[config.mk]
export PLATFORM = sky130hd
export DESIGN_NAME = config_port_arbiter
export DESIGN_NICKNAME = d
export VERILOG_FILES = /design/src/rtl/config_port_arbiter.sv
export SDC_FILE = /design/constraint.sdc
export NUM_CORES = 1
export LEC_CHECK = 0
export ABC_AREA = 1
export CAP_MARGIN = 30
export CORE_ASPECT_RATIO = 1.5
export CORE_MARGIN = 4
export CORE_UTILIZATION = 47
export CTS_CLUSTER_DIAMETER = 80
export DETAILED_ROUTE_END_ITERATION = 8
export PLACE_DENSITY = 0.91
export SYNTH_ARGS = -nofsm -noshare
export SYNTH_HDL_FRONTEND = slang
export SYNTH_SLANG_ARGS = --single-unit
[constraint.sdc]
create_clock -name CLK -period 4.95 [get_ports CLK]
set_clock_uncertainty 0.15 [all_clocks]
set_input_delay 0.7425 -clock CLK [delete_from_list [all_inputs] [get_ports CLK]]
set_output_delay 0.7425 -clock CLK [all_outputs]
set_load 0.02 [all_outputs]
[src/rtl/config_port_arbiter.sv]
// Arbitrates three configuration-word sources (UART, bitbang, CPU) onto one
// registered write port feeding the configuration FSM.
//
// state    | meaning
// IDLE     | no owner; grants by priority UART > BB > CPU strobe
// OWN_UART | UART session owns the port until UART_Active drops
// OWN_BB   | bitbang session owns the port until BB_Active drops; not pre-emptible
// OWN_SELF | CPU owns the port; released on idle timeout or pre-empted by UART/BB
// HOLDOFF  | guard interval after any release; all strobes dropped
module config_port_arbiter #(
   parameter int unsigned IdleTimeout   = 16,
   parameter int unsigned HoldoffCycles = 2
) (
   input  logic        CLK,
   input  logic        resetn,
   input  logic        UART_Active,
   input  logic [31:0] UART_WriteData,
   input  logic        UART_WriteStrobe,
   input  logic        BB_Active,
   input  logic [31:0] BB_WriteData,
   input  logic        BB_WriteStrobe,
   input  logic [31:0] SelfWriteData,
   input  logic        SelfWriteStrobe,
   output logic [31:0] ConfigWriteData,
   output logic        ConfigWriteStrobe,
   output logic        FSM_Reset,
   output logic [1:0]  Grant,
   output logic [7:0]  DroppedCount
);

   typedef enum logic [2:0] {
      IDLE     = 3'd0,
      OWN_UART = 3'd1,
      OWN_BB   = 3'd2,
      OWN_SELF = 3'd3,
      HOLDOFF  = 3'd4
   } state_t;

   localparam logic [7:0] IdleLoad = 8'(IdleTimeout - 1);
   localparam logic [7:0] HoldLoad = 8'(HoldoffCycles - 1);

   state_t      r_state;
   logic [7:0]  r_cnt;
   logic [31:0] r_data;
   logic        r_stb;
   logic        r_fsm_rst;
   logic [1:0]  r_grant;
   logic [7:0]  r_dropped;

   logic w_fwd_uart;
   logic w_fwd_bb;
   logic w_fwd_self;
   logic w_drop;

   // IDLE and OWN_SELF share the same priority resolution for the cycle's winner.
   always_comb begin
      w_fwd_uart = 1'b0;
      w_fwd_bb   = 1'b0;
      w_fwd_self = 1'b0;
      case (r_state)
         IDLE, OWN_SELF: begin
            w_fwd_uart = UART_Active & UART_WriteStrobe;
            w_fwd_bb   = ~UART_Active & BB_Active & BB_WriteStrobe;
            w_fwd_self = ~UART_Active & ~BB_Active & SelfWriteStrobe;
         end
         OWN_UART: w_fwd_uart = UART_WriteStrobe;
         OWN_BB:   w_fwd_bb   = BB_WriteStrobe;
         default: ;
      endcase
      w_drop = (UART_WriteStrobe & ~w_fwd_uart) |
               (BB_WriteStrobe   & ~w_fwd_bb)   |
               (SelfWriteStrobe  & ~w_fwd_self);
   end

   always_ff @(posedge CLK) begin
      if (!resetn) begin
         r_state   <= IDLE;
         r_cnt     <= 8'd0;
         r_data    <= 32'd0;
         r_stb     <= 1'b0;
         r_fsm_rst <= 1'b0;
         r_grant   <= 2'b00;
         r_dropped <= 8'd0;
      end else begin
         r_stb     <= w_fwd_uart | w_fwd_bb | w_fwd_self;
         r_fsm_rst <= 1'b0;
         if (w_fwd_uart)      r_data <= UART_WriteData;
         else if (w_fwd_bb)   r_data <= BB_WriteData;
         else if (w_fwd_self) r_data <= SelfWriteData;

         if (w_drop && r_dropped != 8'hFF)
            r_dropped <= r_dropped + 8'd1;

         case (r_state)
            IDLE, OWN_SELF: begin
               if (UART_Active) begin
                  r_state   <= OWN_UART;
                  r_grant   <= 2'b01;
                  r_fsm_rst <= 1'b1;
               end else if (BB_Active) begin
                  r_state   <= OWN_BB;
                  r_grant   <= 2'b10;
                  r_fsm_rst <= 1'b1;
               end else if (SelfWriteStrobe) begin
                  r_state <= OWN_SELF;
                  r_grant <= 2'b11;
                  r_cnt   <= IdleLoad;
               end else if (r_state == OWN_SELF) begin
                  // r_cnt counts down the remaining strobe-free cycles of this grant
                  if (r_cnt == 8'd0) begin
                     r_state <= HOLDOFF;
                     r_grant <= 2'b00;
                     r_cnt   <= HoldLoad;
                  end else begin
                     r_cnt <= r_cnt - 8'd1;
                  end
               end
            end
            OWN_UART: begin
               if (!UART_Active) begin
                  r_state <= HOLDOFF;
                  r_grant <= 2'b00;
                  r_cnt   <= HoldLoad;
               end
            end
            OWN_BB: begin
               if (!BB_Active) begin
                  r_state <= HOLDOFF;
                  r_grant <= 2'b00;
                  r_cnt   <= HoldLoad;
               end
            end
            HOLDOFF: begin
               if (r_cnt == 8'd0) r_state <= IDLE;
               else               r_cnt   <= r_cnt - 8'd1;
            end
            default: begin
               r_state <= IDLE;
               r_grant <= 2'b00;
            end
         endcase
      end
   end

   assign ConfigWriteData   = r_data;
   assign ConfigWriteStrobe = r_stb;
   assign FSM_Reset         = r_fsm_rst;
   assign Grant             = r_grant;
   assign DroppedCount      = r_dropped;

endmodule

# Word-level counts from Yosys, hierarchy flattened

Cells that the tools add are included.

Bitwise logic cells: 18
Reductions and logical operators: 10
Equality and inequality tests: 14
$add $sub $neg: 2
Multiplexer cells: 34

Operator list:

| kind                                             | count |
|---|---|
| two-way mux 32 bit                               | 3 |
| two-way mux 8 bit                                | 8 |
| case mux 8 bit (4 select lines)                  | 1 |
| two-way mux 3 bit                                | 8 |
| two-way mux 2 bit                                | 7 |
| != test 2 bit, second input constant             | 6 |
| case mux 3 bit (4 select lines)                  | 1 |
| != test 5 bit, second input constant             | 2 |
| AND reduction 5 bit                              | 2 |
| adder 8 x 1 -> 8 bit, second input constant      | 1 |
| AND 1 bit                                        | 8 |
| logical NOT 8 bit                                | 1 |
| != test 8 bit, second input constant             | 1 |
| case mux 2 bit (4 select lines)                  | 1 |
| subtractor 8 x 1 -> 8 bit, second input constant | 1 |
| AND reduction 7 bit                              | 1 |
| == test 3 x 2 -> 1 bit, second input constant    | 2 |
| inverter 1 bit                                   | 6 |
| bitwise OR 1 bit                                 | 4 |
| case mux 1 bit (2 select lines)                  | 2 |
| nonzero test 4 bit                               | 1 |
| == test 3 x 1 -> 1 bit, second input constant    | 1 |
| == test 3 bit, second input constant             | 1 |
| logical NOT 3 bit                                | 1 |
| 6 further kinds                                  | 8 |

Logic and storage cells: 85
Bits in registers: 55
Output and inout port bits: 44
Bits of input ports: 103

# Logic depth before layout (Yosys ltp)

Gate-level depths: netlist (run 1).

Word-level depth: 9
Mapped depth: 13
Gate-level depth less buffers: 11

# Worst setup path before layout (run 1)

Ideal clock, no wire load.

Kind: input port to flip-flop
Start: input UART_Active
End: register r_data[0], in the netlist ConfigWriteData[0]
Stages on the path: 8
Required time: 4679 ps
Setup slack: 3090 ps
Path buffers: 2
Arrival: 1589 ps
Setup time: 121 ps
Cells stage by stage: nor2_1 nand2_1 o21ai_2 nor2_2 buf_6 buf_6 nor2_1 a21oi_2

Word-level cells in the longest chain between the ends: 6
Elaborated cells on any way between the ends: 12
Classes of those cells: 5 x mux; 6 x bitwise; 1 x reduce/logical

Ends and longest elaborated chain:

| item                            | RTL line | source |
|---|---|---|
| from (decl)                     | 16       | `input logic UART_Active,` |
| inverter 1 bit                  | 63, 64   |  |
| AND 1 bit (2 in a row)          | 63       | `w_fwd_bb = ~UART_Active & BB_Active & BB_WriteStrobe;` |
| case mux 1 bit (2 select lines) | 60       | `case (r_state)` |
| two-way mux 32 bit              | 88       | `else if (w_fwd_bb) r_data <= BB_WriteData;` |
| two-way mux 32 bit              | 87       | `if (w_fwd_uart) r_data <= UART_WriteData;` |
| to (signal assigned)            | 87       |  |
| to (signal assigned)            | 88       |  |
| to (signal assigned)            | 89       | `else if (w_fwd_self) r_data <= SelfWriteData;` |
| to (decl)                       | 44       | `logic [31:0] r_data;` |

Parallel ways exist; a longest one is shown, timed or not.
A chain may end at the register's enable or synchronous reset.

# Worst setup path after layout (run 1)

Start: input BB_Active
End: register r_data[9], in the netlist ConfigWriteData[9]

Word-level cells in the longest chain between the ends: 5
Elaborated cells on any way between the ends: 10
Classes of those cells: 4 x mux; 5 x bitwise; 1 x reduce/logical

Ends and longest elaborated chain:

| item                                                         | RTL line | source |
|---|---|---|
| from (decl)                                                  | 19       | `input logic BB_Active,` |
| AND 1 bit or inverter 1 bit (tied branches)                  | 63, 64   |  |
| AND 1 bit, on equally long branches                          | 63, 64   |  |
| case mux 1 bit (2 select lines) or AND 1 bit (tied branches) | 60, 64   |  |
| two-way mux 32 bit or two-way mux 1 bit (tied branches)      | 88, 60   |  |
| two-way mux 32 bit or nonzero test 3 bit (tied branches)     | n/a      |  |

Parallel ways exist; a longest one is shown, timed or not.

==> flow_metrics.tcl, run 1 <==
set metrics [dict create \
    grt_overflow 0 \
    track_usage 0.2237 \
    min_period_ns 2.774 \
    finalHoldViolations 0 \
    worstSetupPathType "in -> reg" \
    dieArea_um2 9228 \
    fin_crit_sh 0.5604 \
    drc 0 \
    crit_slowest_cell "clkdlybuf4s50_1" \
    cts_sinks 55 \
    hold_path_end "Grant[1]" \
    cts_setup_buffers 0 \
    port_buffers 146 \
    status "finished, final reports clean" \
    grt_start_max_net_pins 66 \
    synth-seq-cells 55 \
    grt_pass1_wl_um 16640 \
    reg2reg_to "DroppedCount[1]" \
    core_area_um2 7564 \
    holdBufCountCts 0 \
    wire_per_inst_um 12.25 \
    slew-limit-headroom 0.3986 \
    seq_area_frac_synth 0.3031 \
    path_max_fanout 40 \
    synth-main-ff-cell "dfxtp_1" \
    drive_above_1_share 0.05964 \
    final_cell_count_no_fill 823 \
    ys_types 30 \
    vias_per_cell 4.844 \
    synth.area.top_cells "dfxtp_1 (30%), nand2_1 (15%), inv_1 (12%)" \
    leakage_nw 2.467 \
    n_antenna_cell 0 \
    wl_um 10080 \
    drtAntennaViolNets 0 \
    whs_path_depth 2 \
    hp-start "Grant[1]" \
    cts_root_buf "clkbuf_16" \
    worstReg2RegStart "r_state[2]" \
    cap_violations 0 \
    clock_tree.htree_level_count 2 \
    worstPathBufferInverterCount 2 \
    async_reset_ff_frac 0 \
    gp_congestion 0.9609 \
    drt-initial-drc-count 231 \
    arrival_ns 2.80 \
    rows 39 \
    insertion_delay_ns 0.29 \
    initial_utilization 0.4802 \
    r2r_setup_slack_ns 2.56 \
    syn_area_um2 3632 \
    antenna_found_initial 0 \
    cpPeakStageDelay_ns 0.56 \
    cts_tree "done" \
    cp_top_family "buffers and inverters" \
    min_path_type "reg -> reg" \
    final_area_um2 5231 \
    final_nets 826 \
    maxSlewViolCount 0 \
    ir_worst_vdd_mv 0.2747 \
    dpl.hpwl_um 7798 \
    start_kind "primary input" \
    syn_nets 698 \
    fmax_mhz 360.5 \
    worst_path_most_repeated_cell "nand2_1" \
    cp.required_ns 4.97 \
    cellPowerDensity_nw_per_um2 493.5 \
    syn_inst 592 \
    chipHeight_um 115.7 \
    placed_area_um2 5042 \
    tightest_slew_ns 0.9021 \
    yosysWarningCount 0 \
    firstDrtPassIters 4 \
    fp.dieW_um 79.78 \
    crit_chain "clkdlybuf4s50_1, nor2_1, nand2_1, o21ai_2, nor2_4, buf_4, nand2_1, nand2_1, a21oi_2" \
    vias 3987 \
    dp.cells 815 \
    num-fill-cells 634 \
    grt_pass1_vias 3949 \
    grt_setup_unrepaired "false" \
    setup_tns_ns 0 \
    clk_pin_slew_worst_paths_ns 0.07 \
    cts_buffers 5 \
    r2r_cells 12 \
    critPathLaunch "BB_Active" \
    cts_buffer_depth 2 \
    area_delta_synth_final_pct 44.02 \
    yosysTopAreaCell "dfxtp_1" \
    cts_resized 0 \
    ios 147 \
    synth_edf_count 0 \
    syn_avg_cell_area_um2 6.136 \
    synth_top_area_share 0.3031 \
    cp-end-kind "flop" \
    setup_viol 0 \
]
==> metrics by stage <==
step	total power, mW	util	setup slack [ns]	hold slack [ns]
floorplan	1.725	-	3.090	0.3054
global placement	2.089	0.6667	1.988	0.3032
detailed placement	2.149	0.6667	1.888	0.3212
CTS	2.602	0.6916	2.181	0.3333
global route	2.805	0.6916	1.951	0.3658
finish	2.582	0.6916	2.176	0.3284
==> cells in the mapped netlist, types with 4 or more instances <==
master,number
a21oi_1,37
nand2_1,141
buf_6,8
buf_4,7
nor2_1,101
nand3_1,22
a21oi_2,19
dfxtp_1,55
o21ai_0,14
nand2_2,4
o211ai_1,33
inv_1,115
buf_2,10
==> state kept, by name, summed over array words and instances, names as in the netlist <==
name               flops
DroppedCount           8
FSM_Reset              1
r_cnt                  8
r_state                3
ConfigWriteStrobe      1
ConfigWriteData       32
Grant                  2
==> report_power, final <==
| part | leakage [nW] | switching, mW | internal (mW) |
|---|---|---|---|
| combinational | 1.92 | 0.875 | 0.579 |
| sequential | 0.454 | 0.0945 | 0.588 |
| clock | 0.0911 | 0.155 | 0.290 |
| total | 2.47 | 1.12 | 1.46 |
==> worst min-delay path, stage by stage (launching register included) <==
cell and delay, ns:
dfxtp_1 0.32, nand2_1 0.06, a21oi_1 0.05
==> worst max path at each step <==
stage,end,cells past startpoint,slack (ns)
2_1_floorplan,ConfigWriteData[0],8,3.09
3_5_place_dp,ConfigWriteData[20],9,1.89
6_report,ConfigWriteData[9],9,2.18
5_1_grt,ConfigWriteData[20],9,1.95
3_3_place_gp,ConfigWriteData[24],9,1.99
4_1_cts,ConfigWriteData[9],9,2.18
==> layout by cell type (no fill, tap or decap) <==
master	instances
inv_2	1
nand3_2	1
dfxtp_1	55
nand2_4	1
o21ai_0	14
nand3b_1	1
nand2_1	140
clkbuf_16	5
xor2_1	2
nand4_1	1
or2_2	1
nor2_2	1
a21oi_1	37
inv_1	115
a21oi_2	19
clkinv_1	1
bufinv_16	2
nor2_1	101
clkdlybuf4s50_1	145
nand2_2	5
clkbuf_1	1
o211ai_1	33
nor3b_1	2
nor3_1	3
ha_1	3
nand3_1	22
buf_2	1
nor2_4	2
o21ai_2	1
buf_4	3
a211oi_1	1
xnor2_1	1
==> cell type report <==
cell class,count,area [µm²],share of cell area
Clock buffer,6,128.9,0.02464
Clock inverter,2,60.06,0.01148
Inverter,117,439.2,0.08395
Multi-Input combinational cell,392,1896,0.3624
Sequential cell,55,1101,0.2105
Tap cell,102,127.6,0.02440
Timing Repair Buffer,149,1479,0.2827
==> logic make-up (layout without fill, tap and decap cells) <==
| kind of cell | Yosys count | after routing | share of synthesized area |
|---|---|---|---|
| buf+inv | 145 | 274 | 0.1771 |
| compound gates | 105 | 105 | 0.1888 |
| simple gates | 281 | 281 | 0.3135 |
| flops | 55 | 55 | 0.3031 |
| xor+xnor | 3 | 3 | 0.007235 |
| fa+ha+maj | 3 | 3 | 0.01034 |
==> routing by layer <==
| metal | vias to the layer above | GRT usage | wire length [µm] |
|---|---|---|---|
| li1 | 2069 | - | - |
| met1 | 1765 | 0.2274 | 3599 |
| met2 | 122 | 0.4356 | 5519 |
| met3 | 31 | 0.04355 | 579 |
| met4 | 0 | 0.09357 | 382 |
| met5 | - | 0 | 0 |
(Power assumes the default switching activity.)
==> run 2: changes to the inputs <==
--- a/config.mk
+++ b/config.mk
@@ -9,10 +9,10 @@
 export CAP_MARGIN = 30
 export CORE_ASPECT_RATIO = 1.5
 export CORE_MARGIN = 4
-export CORE_UTILIZATION = 47
+export CORE_UTILIZATION = 44
 export CTS_CLUSTER_DIAMETER = 80
 export DETAILED_ROUTE_END_ITERATION = 8
-export PLACE_DENSITY = 0.91
+export PLACE_DENSITY = 0.86
 export SYNTH_ARGS = -nofsm -noshare
 export SYNTH_HDL_FRONTEND = slang
 export SYNTH_SLANG_ARGS = --single-unit
==> constraint.sdc (replaced) <==
create_clock -name CLK -period 2.59 [get_ports CLK]
set_clock_uncertainty 0.15 [all_clocks]
set_input_delay 0.3885 -clock CLK [delete_from_list [all_inputs] [get_ports CLK]]
set_output_delay 0.3885 -clock CLK [all_outputs]
set_load 0.02 [all_outputs]
==> run 2 against run 1 <==
Net effect: die area rose by 6.2%; sequential share of layout area fell by 0.095 points; final area rose by 0.45%; register-to-register slack got worse by 2.0 ns; critical path type is now reg -> reg; first-iteration DRC count fell by 18%.
==> flow_metrics.tcl, run 2 (synthesized netlist as in run 1, its figures left out) <==
set metrics [dict create \
    cts_setup_buffers 0 \
    path_max_fanout 16 \
    antenna_found_initial 0 \
    fp.dieW_um 82.19 \
    fmax_mhz 491.9 \
    chipHeight_um 119.3 \
    final_nets 828 \
    insertion_delay_ns 0.29 \
    grt_setup_unrepaired "false" \
    ir_worst_vdd_mv 0.4851 \
    cts_buffers 5 \
    setup_viol 0 \
    cts_resized 0 \
    internal_power_mw 2.683 \
    drive_above_1_share 0.06224 \
    dieArea_um2 9803 \
    n_antenna_cell 0 \
    min_period_ns 2.033 \
    initial_utilization 0.4536 \
    cts_tree "done" \
    status "finished, final reports clean" \
    drt-initial-drc-count 190 \
    worstSetupPathType "reg -> reg" \
    final_common_cell "clkdlybuf4s50_1" \
    cts_root_buf "clkbuf_16" \
    gp_congestion 0.8042 \
    rows 40 \
    cap_violations 0 \
    tightest_slew_ns 0.4644 \
    min_path_type "reg -> reg" \
    largest_reg_flops 32 \
    firstDrtPassIters 4 \
    core_area_um2 8008 \
    slew-limit-headroom 0.6892 \
    num-fill-cells 727 \
    cts_sinks 55 \
    fin_crit_sh 0.7849 \
    cellPowerDensity_nw_per_um2 919.6 \
    grt_overflow 0 \
    wl_um 9946 \
    seqPwrFrac 0.269 \
    holdBufCountCts 0 \
    comb_power_share 0.585 \
    wire_per_inst_um 12.01 \
    grt_pass1_vias 3804 \
    dpl.hpwl_um 7796 \
    cts_buffer_depth 2 \
    leakage_nw 2.477 \
    maxSlewViolCount 0 \
    final_util 0.6563 \
    drtAntennaViolNets 0 \
    vias_per_cell 4.789 \
    port_buffers 146 \
    clock_tree.htree_level_count 2 \
    setup_tns_ns 0 \
    p_sw_mw 2.149 \
    switching_share 0.4448 \
    arrival_ns 2.07 \
    drc 0 \
    track_usage 0.2066 \
    ios 147 \
    finalHoldViolations 0 \
    clk_pin_slew_worst_paths_ns 0.07 \
    area_delta_synth_final_pct 44.68 \
    vias 3965 \
    cp.required_ns 2.63 \
    grt_pass1_wl_um 16280 \
    start_kind "flop" \
    cp-end-kind "flop" \
    grt_start_max_net_pins 66 \
    p_clk_frac 0.147 \
    layout_common_cells "clkdlybuf4s50_1 (145), nand2_1 (140), inv_1 (115)" \
]
run 2: through the flow:
stage | std cells | power (mW) | area (µm²) | worst slack (ns) | hold WS (ns)
after floorplan | 592 | 3.297 | 3632 | 0.8514 | 0.3054
after global placement | 820 | 4.035 | 5099 | 0.4412 | 0.3026
after detailed placement | 820 | 4.144 | 5099 | 0.4017 | 0.3192
after CTS | 828 | 4.866 | 5255 | 0.5496 | 0.3297
after global routing | 828 | 5.253 | 5255 | 0.2935 | 0.3448
final | 828 | 4.833 | 5255 | 0.5572 | 0.3243
run 2: cell type report:
| class | count | area, µm² | area share |
|---|---|---|---|
| timing repair buffer | 151 | 1531 | 0.2914 |
| multi-input combinational | 392 | 1896 | 0.3607 |
| sequential | 55 | 1101 | 0.2095 |
| clock buffer | 8 | 156.4 | 0.02976 |
| tap | 105 | 131.4 | 0.02500 |
| inverter | 117 | 439.2 | 0.08357 |
run 2: worst max-delay path: stages (launching register included):
cell	delay (ns)
dfxtp_1	0.32
inv_1	0.08
ha_1	0.20
nand2_1	0.06
nor2_1	0.11
o21ai_0	0.24
nand2_1	0.14
nor2_4	0.29
o21ai_0	0.19
nand3_1	0.12
nor2_1	0.04
run 2: final timing paths:
| check | start | depth (start not counted) | slack, ns | endpoint |
|---|---|---|---|---|
| worst max-delay path | r_cnt[0] | 10 | 0.56 | r_cnt[6] |
| worst min-delay path | Grant[0] | 2 | 0.32 | Grant[0] |
| worst max register to register | r_cnt[0] | 10 | 0.56 | r_cnt[6] |
| worst min register to register | Grant[0] | 2 | 0.32 | Grant[0] |
run 2: power by group through the flow:
stage / Combinational [mW] / Sequential, mW / Clock (mW)
detailed placement: 2.83 / 1.32 / 0
CTS: 2.84 / 1.30 / 0.725
floorplan: 1.75 / 1.55 / 0
finish: 2.83 / 1.30 / 0.708
global route: 3.16 / 1.33 / 0.756
global placement: 2.73 / 1.30 / 0
run 2: per-layer routing:
layer	vias up	global-route usage	part of all wire
li1	2074	-	-
met5	-	0	0
met4	0	0.08420	0.027
met3	19	0.05068	0.061
met2	115	0.3860	0.55
met1	1757	0.2073	0.37
==> run 3: changes to the inputs <==
==> constraint.sdc (replaced) <==
create_clock -name CLK -period 2.04 [get_ports CLK]
set_clock_uncertainty 0.15 [all_clocks]
set_input_delay 0.306 -clock CLK [delete_from_list [all_inputs] [get_ports CLK]]
set_output_delay 0.306 -clock CLK [all_outputs]
set_load 0.02 [all_outputs]
==> run 3 against run 2 <==
Net effect: combinational power grew 34%; wire length up 4.5%; maximum frequency grew 7.8%; critical path depth shrank 2; first-iteration DRC count grew 0.53%; power up 29%; die area unchanged; final area rose by 1.6%.
==> flow_metrics.tcl, run 3 (synthesized netlist as in run 1, its figures left out) <==
set metrics [dict create \
    worstSetupPathType "reg -> reg" \
    cts_tree "done" \
    setup_viol 0 \
    grt_overflow 0 \
    placed_area_um2 5199 \
    cts_buffers 5 \
    final_area_um2 5340 \
    p_clk_frac 0.130 \
    firstDrtPassIters 4 \
    grt_setup_unrepaired "false" \
    final_common_cell "clkdlybuf4s50_1" \
    seqPwrFrac 0.265 \
    drt-initial-drc-count 191 \
    wl_um 10390 \
    cts_root_buf "clkbuf_16" \
    port_buffers 146 \
    fp.dieW_um 82.19 \
    internal_power_mw 3.478 \
    dieArea_um2 9803 \
    min_period_ns 1.885 \
    finalHoldViolations 0 \
    core_area_um2 8008 \
    holdBufCountCts 0 \
    min_path_type "in -> reg" \
    n_antenna_cell 0 \
    comb_power_share 0.605 \
    chipHeight_um 119.3 \
    grt_pass1_vias 3846 \
    crit_chain "ha_1, nand2_1, nor2_1, nand3_1, nand2_1, nor2_1, a21oi_1, nor2_1" \
    worstPathBufferInverterCount 0 \
    area_delta_synth_final_pct 47.02 \
    holdWs_ns 0.2031 \
    drc 0 \
    largest_reg_flops 32 \
    tightest_slew_ns 0.3238 \
    fmax_mhz 530.5 \
    num-fill-cells 703 \
    dpl.hpwl_um 8160 \
    cellPowerDensity_nw_per_um2 1169 \
    crit_slowest_cell "dfxtp_1" \
    maxSlewViolCount 0 \
    setup_tns_ns 0 \
    worst_path_most_repeated_cell "nor2_1" \
    cp.required_ns 2.08 \
    ios 147 \
    cts_buffer_depth 2 \
    gp_congestion 0.8276 \
    ir_worst_vdd_mv 0.6629 \
    cp_top_family "simple AND/OR/NAND/NOR gates" \
    grt_pass1_wl_um 16770 \
    start_kind "flop" \
    insertion_delay_ns 0.29 \
    layout_common_cells "clkdlybuf4s50_1 (145), nand2_1 (140), inv_1 (115)" \
    cap_violations 0 \
    p_sw_mw 2.765 \
    path_max_fanout 7 \
    drtAntennaViolNets 0 \
    cpPeakStageDelay_ns 0.40 \
    antenna_found_initial 0 \
    clk_pin_slew_worst_paths_ns 0.06 \
    cp-end-kind "flop" \
    final_nets 838 \
    track_usage 0.2135 \
    status "finished, final reports clean" \
    rows 40 \
    grt_start_max_net_pins 45 \
    wire_per_inst_um 12.43 \
    drive_above_1_share 0.07387 \
    cts_sinks 55 \
    slew-limit-headroom 0.7825 \
    switching_share 0.4429 \
    initial_utilization 0.4536 \
    vias_per_cell 4.830 \
    fin_crit_sh 0.9240 \
    vias 4038 \
    leakage_nw 2.521 \
    arrival_ns 1.92 \
    clock_tree.htree_level_count 2 \
]
## run 3: cell types whose count changed in the layout (fill, tap and decap cells not counted)
| cell | change |
|---|---|
| buf_12 | +2 |
| buf_4 | +8 |
| clkbuf_8 | -2 |
| nand3_2 | -1 |
| nand3_4 | +1 |
| nor3b_1 | -1 |
| nor3b_2 | +1 |
## run 3: worst paths after layout
path / slack [ns] / end / cells past startpoint / from
max: 0.16 / DroppedCount[5] / 8 / DroppedCount[0]
max reg2reg: 0.16 / DroppedCount[5] / 8 / DroppedCount[0]
min: 0.20 / FSM_Reset / 3 / resetn
min reg2reg: 0.31 / Grant[1] / 2 / Grant[1]
## run 3: layout make-up
class | count | area, µm² | area share
sequential | 55 | 1101 | 0.2062
inverter | 117 | 439.2 | 0.08224
clock buffer | 6 | 128.9 | 0.02413
tap | 105 | 131.4 | 0.02460
multi-input combinational | 392 | 1908 | 0.3573
timing repair buffer | 161 | 1632 | 0.3055
## run 3: per-stage QoR
stage          cells  total power [mW]  utilization  setup WS [ns]
6_report         836             6.243       0.6669         0.1550
5_1_grt          836             6.750       0.6669        0.03747
4_1_cts          836             6.258       0.6653        0.09041
3_5_place_dp     830             5.431       0.6492        0.01702
3_3_place_gp     830             5.311       0.6492        0.04877
2_1_floorplan    592             4.186            -         0.3014
## run 3: power groups by stage
stage               clock [mW]  combinational [mW]  sequential (mW)
finish                   0.810                3.78             1.66
global route             0.859                4.20             1.69
CTS                      0.822                3.78             1.65
detailed placement           0                3.76             1.67
global placement             0                3.65             1.66
floorplan                    0                2.22             1.97
## run 3: repair_timing
| item | in CTS | in global routing |
|---|---|---|
| buffers inserted | 0 | 0 |
| endpoints found under the setup margin | 0 | 8 |
| gates resized for setup | 0 | 2 |
## run 3: layer usage
layer  track usage  wire [µm]  part of all wire
met1        0.2182       3803              0.37
met2        0.3966       5605              0.54
met3       0.04766        670             0.064
met4       0.08940        311             0.030
met5             0          0                 0
## run 3: worst reg2reg max path, stage by stage, from the launching register on
cell and delay (ns):
dfxtp_1 0.40, ha_1 0.20, nand2_1 0.08, nor2_1 0.19, nand3_1 0.23, nand2_1 0.22, nor2_1 0.08, a21oi_1 0.17
nor2_1 0.06
==> RTL change (flow settings as in run 1) <==
Reset style: asynchronous (`resetn`), changed in one clocked block.
--- a/src/rtl/config_port_arbiter.sv
+++ b/src/rtl/config_port_arbiter.sv
@@ -72,7 +72,7 @@
                (SelfWriteStrobe  & ~w_fwd_self);
    end
 
-   always_ff @(posedge CLK) begin
+   always_ff @(posedge CLK or negedge resetn) begin
       if (!resetn) begin
          r_state   <= IDLE;
          r_cnt     <= 8'd0;
Formal check against the unedited RTL: differs if resetn is asserted again (counterexample within 4 cycles, from zero or initial values and one cycle with resetn low); with resetn held inactive, the same outputs for 4 cycles.
==> RTL change against run 1 <==
- total power grew 16%
- wire length grew 13%
- worst hold slack gained 0.0016 ns
- sequential cell count is the same
- final area shrank 2.1%
- clock power shrank 28%
- synthesized area shrank 1.6%
- die area shrank 1.5%
- worst setup slack lost 0.64 ns
- largest power group unchanged
==> RTL change: results (changes against run 1) <==
- The flow ran to the end, and the final reports show no timing, DRC or antenna violations.
- The initial DRC count came to 266 (+15%).
- The final routed wirelength across all metal layers is 11,400 um (+13%).
- The post-synthesis net count is 568 (-19%).
- The number of cells on the worst reg-to-reg path was 10 (-2).
- The placer's final routability congestion estimate is 0.894 (-7.0%).
- The area fraction in compound gates after synthesis is 13.5% (-5.4 points).
- The number of unique standard cell types used by synthesis was 32 (+6.7%).
- The fraction of layout instances using a drive strength above 1 is 10.6% (+4.6 points).
- The HPWL after detailed placement was 8540 um (+9.5%).
- The ratio of routed vias to standard cells came to 5.47 (+13%).
- The layout inverter count without the clock tree is 25 (-79%).
- The adder-cell share of the synthesized area is 0.700% (-0.33 points).
- The synthesized instance count was 463 (-22%).
- The share of cell area taken by multi-input logic gates is 37.6% (+1.4 points).
- The post-placement cell area is 5000 sq um (-0.84%).
- The storage element area came to 1380 sq um (+25%).
- The sequential element share of the synthesized area is 38.5% (+8.2 points).
- The endpoint arrival time on the critical path was 3.53 ns (+0.73 ns).
- Yosys attributes the largest share of cell area to sky130_fd_sc_hd__dfrtp_1 39%, sky130_fd_sc_hd__nand2_1 18%, sky130_fd_sc_hd__o211ai_2 11%, sky130_fd_sc_hd__nand3_1 11%, sky130_fd_sc_hd__buf_6 3.2%.
- The share of flip-flops with an asynchronous set or reset is 100% (+100 points).
- The detailed-routing iteration count for the pre-antenna-repair pass is 5 (+1).
- The number of placed instances with taps included came to 689 (-15%).
- CTS placed an instance of sky130_fd_sc_hd__clkbuf_8 at the clock tree root.
- In this run the critical register-to-register path is launched from r_state[1]$_DFFE_PN0P_.
- The switching fraction of total power is 47.6% (+4.1 points).
- The clock-pin transition on the worst setup and hold timing paths came to 0.11 ns (+0.04 ns).
- The maximum ir drop on the vdd rail is 390 uV (+42%).
- The fraction of area in clock buffers and inverters is 2.37% (-1.2 points).
- The total global-route track usage came to 24.4% (+2.0 points).
- The xor-xnor portion of the synthesized cell area is 2.21% (+1.5 points).
- The static leakage is 2.45 nW (-0.66%).
- The number of nets in the layout is 701 (-15%).
- The origin of the worst setup path is UART_Active.
- The setup slack of the worst register-to-register path was 1.98 ns (-0.58 ns).
-- RTL change: changes by cell type after synthesis, sizes merged, moves of 2 or more --
cell,run 1,this run
nand2,146,184
o21ai,15,8
clkbuf,3,6
nand4,1,9
dfxtp,55,0
dfrtp,0,55
nor2,104,24
inv,116,25
nor3b,2,0
xor2,2,7
a21oi,56,1
buf,25,17
nand3,23,79
-- RTL change: critical path, cell delays in order --
cell                              delay, ns
sky130_fd_sc_hd__clkdlybuf4s50_1       0.57
sky130_fd_sc_hd__inv_1                 0.10
sky130_fd_sc_hd__and3_1                0.18
sky130_fd_sc_hd__nand2_4               0.31
sky130_fd_sc_hd__nand2_4               0.32
sky130_fd_sc_hd__nor2_4                0.21
sky130_fd_sc_hd__nand2_4               0.31
sky130_fd_sc_hd__inv_2                 0.54
sky130_fd_sc_hd__nand2_1               0.12
sky130_fd_sc_hd__nand2_1               0.10
-- RTL change: power groups by stage --
| stage | logic (mW) | clock network, mW | registers, mW |
|---|---|---|---|
| floorplan | 1.04 | 0 | 1.01 |
| global placement | 1.76 | 0 | 0.829 |
| detailed placement | 1.84 | 0 | 0.837 |
| CTS | 1.85 | 0.327 | 0.831 |
| global route | 2.02 | 0.343 | 0.864 |
| finish | 1.84 | 0.322 | 0.835 |
-- RTL change: metal layers --
layer  part of all wire [%]  wire length, um  track usage (%)
met1                     37             4190             26.6
met2                     53             6070             46.1
met3                    6.7              757             4.39
met4                    3.1              354             9.29
met5                      0                0                0
-- RTL change: logic make-up (layout without fill, tap and decap cells) --
kind of cell | count (synthesis) | count (layout)
flip-flops | 55 | 55
XOR/XNOR | 9 | 9
adder cells (fa/ha/maj) | 2 | 2
AO/OA/AOI/OAI | 46 | 46
AND/OR/NAND/NOR | 303 | 303
buffers and inverters | 48 | 182
